$ cat src/rtl/mesh_router_core.sv
// 5-port mesh router core: per-input FIFOs, XY routing, per-output round-robin
// arbitration and registered outputs. Optional activity counter: ROUTER_FLIT_COUNTER_EN.
module mesh_router_core #(
  parameter int DATA_W      = 32,
  parameter int X_W         = 2,
  parameter int Y_W         = 2,
  parameter int FIFO_DEPTH  = 4,
  parameter int WINDOW_LOG2 = 10,
  parameter int CNT_W       = 20
) (
  input  logic                               clk,
  input  logic                               reset,
  input  logic [X_W+Y_W-1:0]                 id,
  input  logic [4:0]                         in_valid,
  input  logic [5*(DATA_W+Y_W+X_W)-1:0]      in_data,
  output logic [4:0]                         in_busy,
  output logic [4:0]                         out_valid,
  output logic [5*(DATA_W+Y_W+X_W)-1:0]      out_data,
  input  logic [4:0]                         out_busy,
  output logic [CNT_W-1:0]                   flit_count
);

  localparam int FLIT_W = DATA_W + Y_W + X_W;
  localparam int AW     = $clog2(FIFO_DEPTH);

  logic [FLIT_W-1:0] r_mem [5][FIFO_DEPTH];
  logic [AW-1:0]     r_wptr [5];
  logic [AW-1:0]     r_rptr [5];
  logic [AW:0]       r_cnt [5];
  logic [4:0]        r_busy;
  logic [4:0]        r_ovalid;
  logic [FLIT_W-1:0] r_odata [5];
  logic [2:0]        r_ptr [5];

  logic [4:0]        w_write;
  logic [4:0]        w_pop;
  logic [4:0]        w_grant;
  logic [4:0]        w_found;
  logic [2:0]        w_win [5];
  logic [4:0]        w_req [5];
  logic [FLIT_W-1:0] w_head [5];
  logic [AW:0]       w_cnt_nxt [5];

  assign w_write   = in_valid & ~r_busy;
  assign in_busy   = r_busy;
  assign out_valid = r_ovalid;

  // Head flit of each FIFO and its one-hot XY route request (X resolved first)
  always_comb begin
    for (int p = 0; p < 5; p++) begin
      w_head[p] = r_mem[p][r_rptr[p]];
      w_req[p]  = 5'b00000;
      if (r_cnt[p] == '0) begin
        w_req[p] = 5'b00000;
      end else if (w_head[p][X_W-1:0] > id[X_W-1:0]) begin
        w_req[p] = 5'b00010;
      end else if (w_head[p][X_W-1:0] < id[X_W-1:0]) begin
        w_req[p] = 5'b01000;
      end else if (w_head[p][X_W+:Y_W] > id[X_W+:Y_W]) begin
        w_req[p] = 5'b00001;
      end else if (w_head[p][X_W+:Y_W] < id[X_W+:Y_W]) begin
        w_req[p] = 5'b00100;
      end else begin
        w_req[p] = 5'b10000;
      end
      w_cnt_nxt[p] = r_cnt[p] + (AW+1)'(w_write[p]) - (AW+1)'(w_pop[p]);
    end
  end

  // Round-robin arbitration per output, searching from the port after the last winner
  always_comb begin : p_arb
    int idx;
    idx     = 0;
    w_grant = 5'b00000;
    w_pop   = 5'b00000;
    w_found = 5'b00000;
    for (int o = 0; o < 5; o++) begin
      w_win[o] = r_ptr[o];
      for (int i = 1; i <= 5; i++) begin
        idx = (int'(r_ptr[o]) + i) % 5;
        if (!w_found[o] && w_req[idx][o]) begin
          w_found[o] = 1'b1;
          w_win[o]   = 3'(idx);
        end else begin
          w_found[o] = w_found[o];
        end
      end
      w_grant[o] = w_found[o] & (~r_ovalid[o] | ~out_busy[o]);
    end
    for (int o = 0; o < 5; o++) begin
      for (int p = 0; p < 5; p++) begin
        if (w_grant[o] && (w_win[o] == 3'(p))) begin
          w_pop[p] = 1'b1;
        end else begin
          w_pop[p] = w_pop[p];
        end
      end
    end
  end

  // FIFO storage needs no reset: contents are only read when occupancy says valid
  always_ff @(posedge clk) begin
    for (int p = 0; p < 5; p++) begin
      if (w_write[p]) r_mem[p][r_wptr[p]] <= in_data[p*FLIT_W +: FLIT_W];
    end
  end

  // FIFO pointers, occupancy and registered full flag
  always_ff @(posedge clk or negedge reset) begin
    if (!reset) begin
      for (int p = 0; p < 5; p++) begin
        r_wptr[p] <= '0;
        r_rptr[p] <= '0;
        r_cnt[p]  <= '0;
      end
      r_busy <= 5'b00000;
    end else begin
      for (int p = 0; p < 5; p++) begin
        if (w_write[p]) r_wptr[p] <= r_wptr[p] + 1'b1;
        if (w_pop[p])   r_rptr[p] <= r_rptr[p] + 1'b1;
        r_cnt[p]  <= w_cnt_nxt[p];
        r_busy[p] <= (w_cnt_nxt[p] == (AW+1)'(FIFO_DEPTH));
      end
    end
  end

  // Output registers and arbiter pointers; a grant reloads even while emptying
  always_ff @(posedge clk or negedge reset) begin
    if (!reset) begin
      for (int o = 0; o < 5; o++) begin
        r_odata[o] <= '0;
        r_ptr[o]   <= 3'd4;
      end
      r_ovalid <= 5'b00000;
    end else begin
      for (int o = 0; o < 5; o++) begin
        if (w_grant[o]) begin
          r_odata[o]  <= w_head[w_win[o]];
          r_ovalid[o] <= 1'b1;
          r_ptr[o]    <= w_win[o];
        end else if (r_ovalid[o] && !out_busy[o]) begin
          r_ovalid[o] <= 1'b0;
        end
      end
    end
  end

  // Pack output registers onto the flat output bus
  always_comb begin
    out_data = '0;
    for (int o = 0; o < 5; o++) begin
      out_data[o*FLIT_W +: FLIT_W] = r_odata[o];
    end
  end

`ifdef ROUTER_FLIT_COUNTER_EN
  logic [WINDOW_LOG2-1:0] r_win;
  logic [CNT_W-1:0]       r_acc;
  logic [CNT_W-1:0]       r_fc;
  logic [2:0]             w_pc;
  logic [CNT_W:0]         w_sum;
  logic [CNT_W-1:0]       w_sat;

  // Saturating accumulator including this cycle's writes
  always_comb begin
    w_pc = 3'd0;
    for (int p = 0; p < 5; p++) begin
      w_pc = w_pc + {2'b00, w_write[p]};
    end
    w_sum = {1'b0, r_acc} + (CNT_W+1)'(w_pc);
    if (w_sum[CNT_W]) begin
      w_sat = '1;
    end else begin
      w_sat = w_sum[CNT_W-1:0];
    end
  end

  // Window counter; latch and clear the accumulator on the last cycle of each window
  always_ff @(posedge clk or negedge reset) begin
    if (!reset) begin
      r_win <= '0;
      r_acc <= '0;
      r_fc  <= '0;
    end else begin
      r_win <= r_win + 1'b1;
      if (&r_win) begin
        r_fc  <= w_sat;
        r_acc <= '0;
      end else begin
        r_acc <= w_sat;
      end
    end
  end

  assign flit_count = r_fc;
`else
  assign flit_count = '0;
`endif

endmodule

$ cat config.mk
export PLATFORM = sky130hd
export DESIGN_NAME = mesh_router_core
export DESIGN_NICKNAME = d
export VERILOG_FILES = /design/src/rtl/mesh_router_core.sv
export SDC_FILE = /design/constraint.sdc
export NUM_CORES = 2
export LEC_CHECK = 0
export CAP_MARGIN = 10
export CORE_AREA = 5 5 232 403
export DETAILED_ROUTE_END_ITERATION = 8
export DIE_AREA = 0 0 237 408
export PLACE_DENSITY = 0.8
export SYNTH_ARGS = -nofsm -noshare
export SYNTH_HDL_FRONTEND = slang
export SYNTH_SLANG_ARGS = --single-unit
$ cat constraint.sdc
create_clock -name clk -period 8.48 [get_ports clk]
set_input_delay 1.696 -clock clk [delete_from_list [all_inputs] [get_ports clk]]
set_output_delay 1.696 -clock clk [all_outputs]
set_load 0.03 [all_outputs]
==> impl_results.md <==
* Status: finished clean
* Antenna-violating nets left at 0
* CP max-delay cell: xnor2_1
* Cells on worst reg2reg path at 28
* Clock tree from TritonCTS: built
* F_max at 127 MHz
* Ys flop type: edfxtp_1
* Post-CTS Setup Inserts at 0
* Ranking of synthesized cells by area: edfxtp_1 41%, dfrtp_1 11%, mux4_2 8.1%
* Synth Register Bits at 960
* Max-cap violations at 0
* Crit start category: flip-flop
* Cell taking the most area after synthesis: edfxtp_1
* Finish-stage setup viols at 0
* DP Wirelength at 128000 µm
* Clock skew at 0.0572 ns
* Placed Instances at 5730
* Reg-to-reg startpoint: r_ptr[4]$_DFFE_PN0P_
* Top-count cell post-synth: edfxtp_1
* DIE HEIGHT at 408 µm
* Total global routing overflow at 0
* Kind of critical path: flip-flop to flip-flop
* Final slew viol count at 0
* Most used cell along the critical path: ha_1
* Routed vias at 40200
* Number of remaining DRC errors at 0
* Pin count of the biggest net entering global routing at 154
* Number of iterations in the first detailed-routing pass at 6
* Syn Inst Count at 4319
* RSZ-0062 raised after global routing: false
* H-tree Lvls at 3
* Post-route setup TNS at 0 ns
* Capturing point of the worst reg2reg path: in_busy[4]$_DFF_PN0_
* Final worst-path cycle share at 0.927
* Worst Hold End: out_data[26]$_DFFE_PN0P_
* Placed Area at 0.0579 mm²
* Distinct cells, synth at 103
* Synthesized area per cell at 12.2 µm²
* Asr flop ratio synth at 0.250
* Total clock sinks at 960
* Die width at 237 µm
* Clock transition at path regs at 0.06 ns
* Netlist Area Pre-Place at 0.0526 mm²
* Post-CTS resize count at 0
* Sequential area share after synthesis at 0.526
* Synth Warn # at 0
* IO buf count at 385
* Total Routing Usage GR at 0.370
* WL per Instance at 30.9 µm
* Worst hold path type: flip-flop to flip-flop
* Reg2reg setup slack at 0.62 ns
* Row cnt at 146
* Layout cell share with drive strength beyond 1 at 0.144
* Post-synth EDFFs at 720
* Area of the core at 0.0901 mm²
* RePlAce Congestion at 1.04
* Worst EP arrival at 8.46 ns
* Vias per cell at 6.81
* Starting Density at 0.584
* First-pass GRT wire length at 266000 µm
* Clk Tree Root Cell: clkbuf_16
* Worst hold path cell count at 2
* NumNets Final at 5013
* Non-Filler Instances at 5903
* Initial drt markers at 4753
* Full die area at 0.0967 mm²
* Minimum clock period at 7.86 ns
* CTS max path bufs at 3
* Final hold vios at 0
* Commonest cells in the netlist: 720 x edfxtp_1, 371 x nand2_1, 256 x mux2i_1
* Post-Route WL at 183000 µm
* Worst setup path startpoint: r_ptr[4]$_DFFE_PN0P_
* Design Area, Final at 0.0607 mm²
* Vias in the first global route at 40400
* Post-synth top area share at 0.411
* Cts bufs inserted at 84
* Clock Latency Late Sink at 0.72 ns
* Worst Max-Slew Pin Slew at 1.16 ns
* Critical path endpoint category: flip-flop
* HP Start: out_data[26]$_DFFE_PN0P_
* CP required at 9.08 ns
* Hold-fix buffers at CTS at 0
* Slew Limit Headroom at 0.216
* Worst path max stage delay at 0.50 ns
* Ports at 406
* Synthesis-to-layout area growth at 15.6%
* Initial antenna violation count at 22
* Largest fanout on the critical path at 31
[placed cells by master, fill, tap and decap left out, types with 126 or more instances in the layout]
master / synthesis / final
mux2_2: 131 / 131
mux4_2: 189 / 189
nand3_1: 166 / 165
edfxtp_1: 720 / 720
dfrtp_1: 235 / 229
nor2_1: 180 / 179
inv_1: 143 / 143
buf_4: 29 / 126
clkdlybuf4s50_1: 0 / 384
o21ai_0: 250 / 249
a21oi_1: 235 / 233
mux2i_1: 256 / 256
nand2_1: 371 / 370
ha_1: 177 / 177
[critical path, delay by kind of cell, from the launching register on]
kind,cells,cell delay (ns)
DFF,1,0.34
AOI/OAI and AO/OA,8,2.23
and+or+nand+nor,8,2.18
buffers and inverters,4,0.83
xor gates and xnor gates,2,0.70
adders and majority gates,6,1.50
[routing by layer]
| metal | GRT usage | wire length, µm | vias to the layer above |
|---|---|---|---|
| met5 | 0 | 85 | - |
| met4 | 0.339 | 21900 | 12 |
| met3 | 0.0796 | 16800 | 772 |
| met2 | 0.590 | 85500 | 2668 |
| met1 | 0.410 | 58300 | 19600 |
| li1 | - | - | 17100 |
[through the flow]
| stage | util | hold slack (ns) | setup WS [ns] |
|---|---|---|---|
| after floorplan | - | 0.494 | 0.861 |
| after global placement | 0.643 | 0.465 | 0.614 |
| after detailed placement | 0.643 | 0.471 | 0.517 |
| after CTS | 0.674 | 0.488 | 0.681 |
| after global routing | 0.674 | 0.507 | 0.0591 |
| final | 0.674 | 0.480 | 0.620 |
[kinds of logic after synthesis]
family / Yosys count / synth area share
compound gates: 993 / 0.123
xor+xnor: 73 / 0.0129
fa+ha+maj: 185 / 0.0452
buf+inv: 452 / 0.0357
flops: 960 / 0.526
mux: 578 / 0.158
other cells: 1 / 0.0000714
simple gates: 1077 / 0.0995
[how the worst max path moves through the flow]
stage	to	slack [ns]	depth (start not counted)
after floorplan	in_busy[0]$_DFF_PN0_	0.86	33
after global routing	in_busy[0]$_DFF_PN0_	0.06	28
after CTS	in_busy[0]$_DFF_PN0_	0.68	28
after detailed placement	in_busy[0]$_DFF_PN0_	0.52	22
final	in_busy[4]$_DFF_PN0_	0.62	28
after global placement	in_busy[3]$_DFF_PN0_	0.61	21
[layout make-up]
cell class	count	area, µm²
multi-input cells	2926	23400
diodes	16	40.0
clock buffers	111	2270
fillers	6419	29300
repair buffers	513	4840
well taps	1184	1480
clock inverters	46	541
inverters	147	552
flip-flops and latches	960	27600
[sequential cells by signal, indices dropped and copies added (netlist names)]
name	flops
r_mem	720
out_valid	5
r_wptr	10
out_data	180
in_busy	5
r_cnt	15
r_rptr	10
r_ptr	15
Power is left out: the tool's default activity adds up to more than one toggle a clock period on the data nets, which glitch-free logic cannot reach.
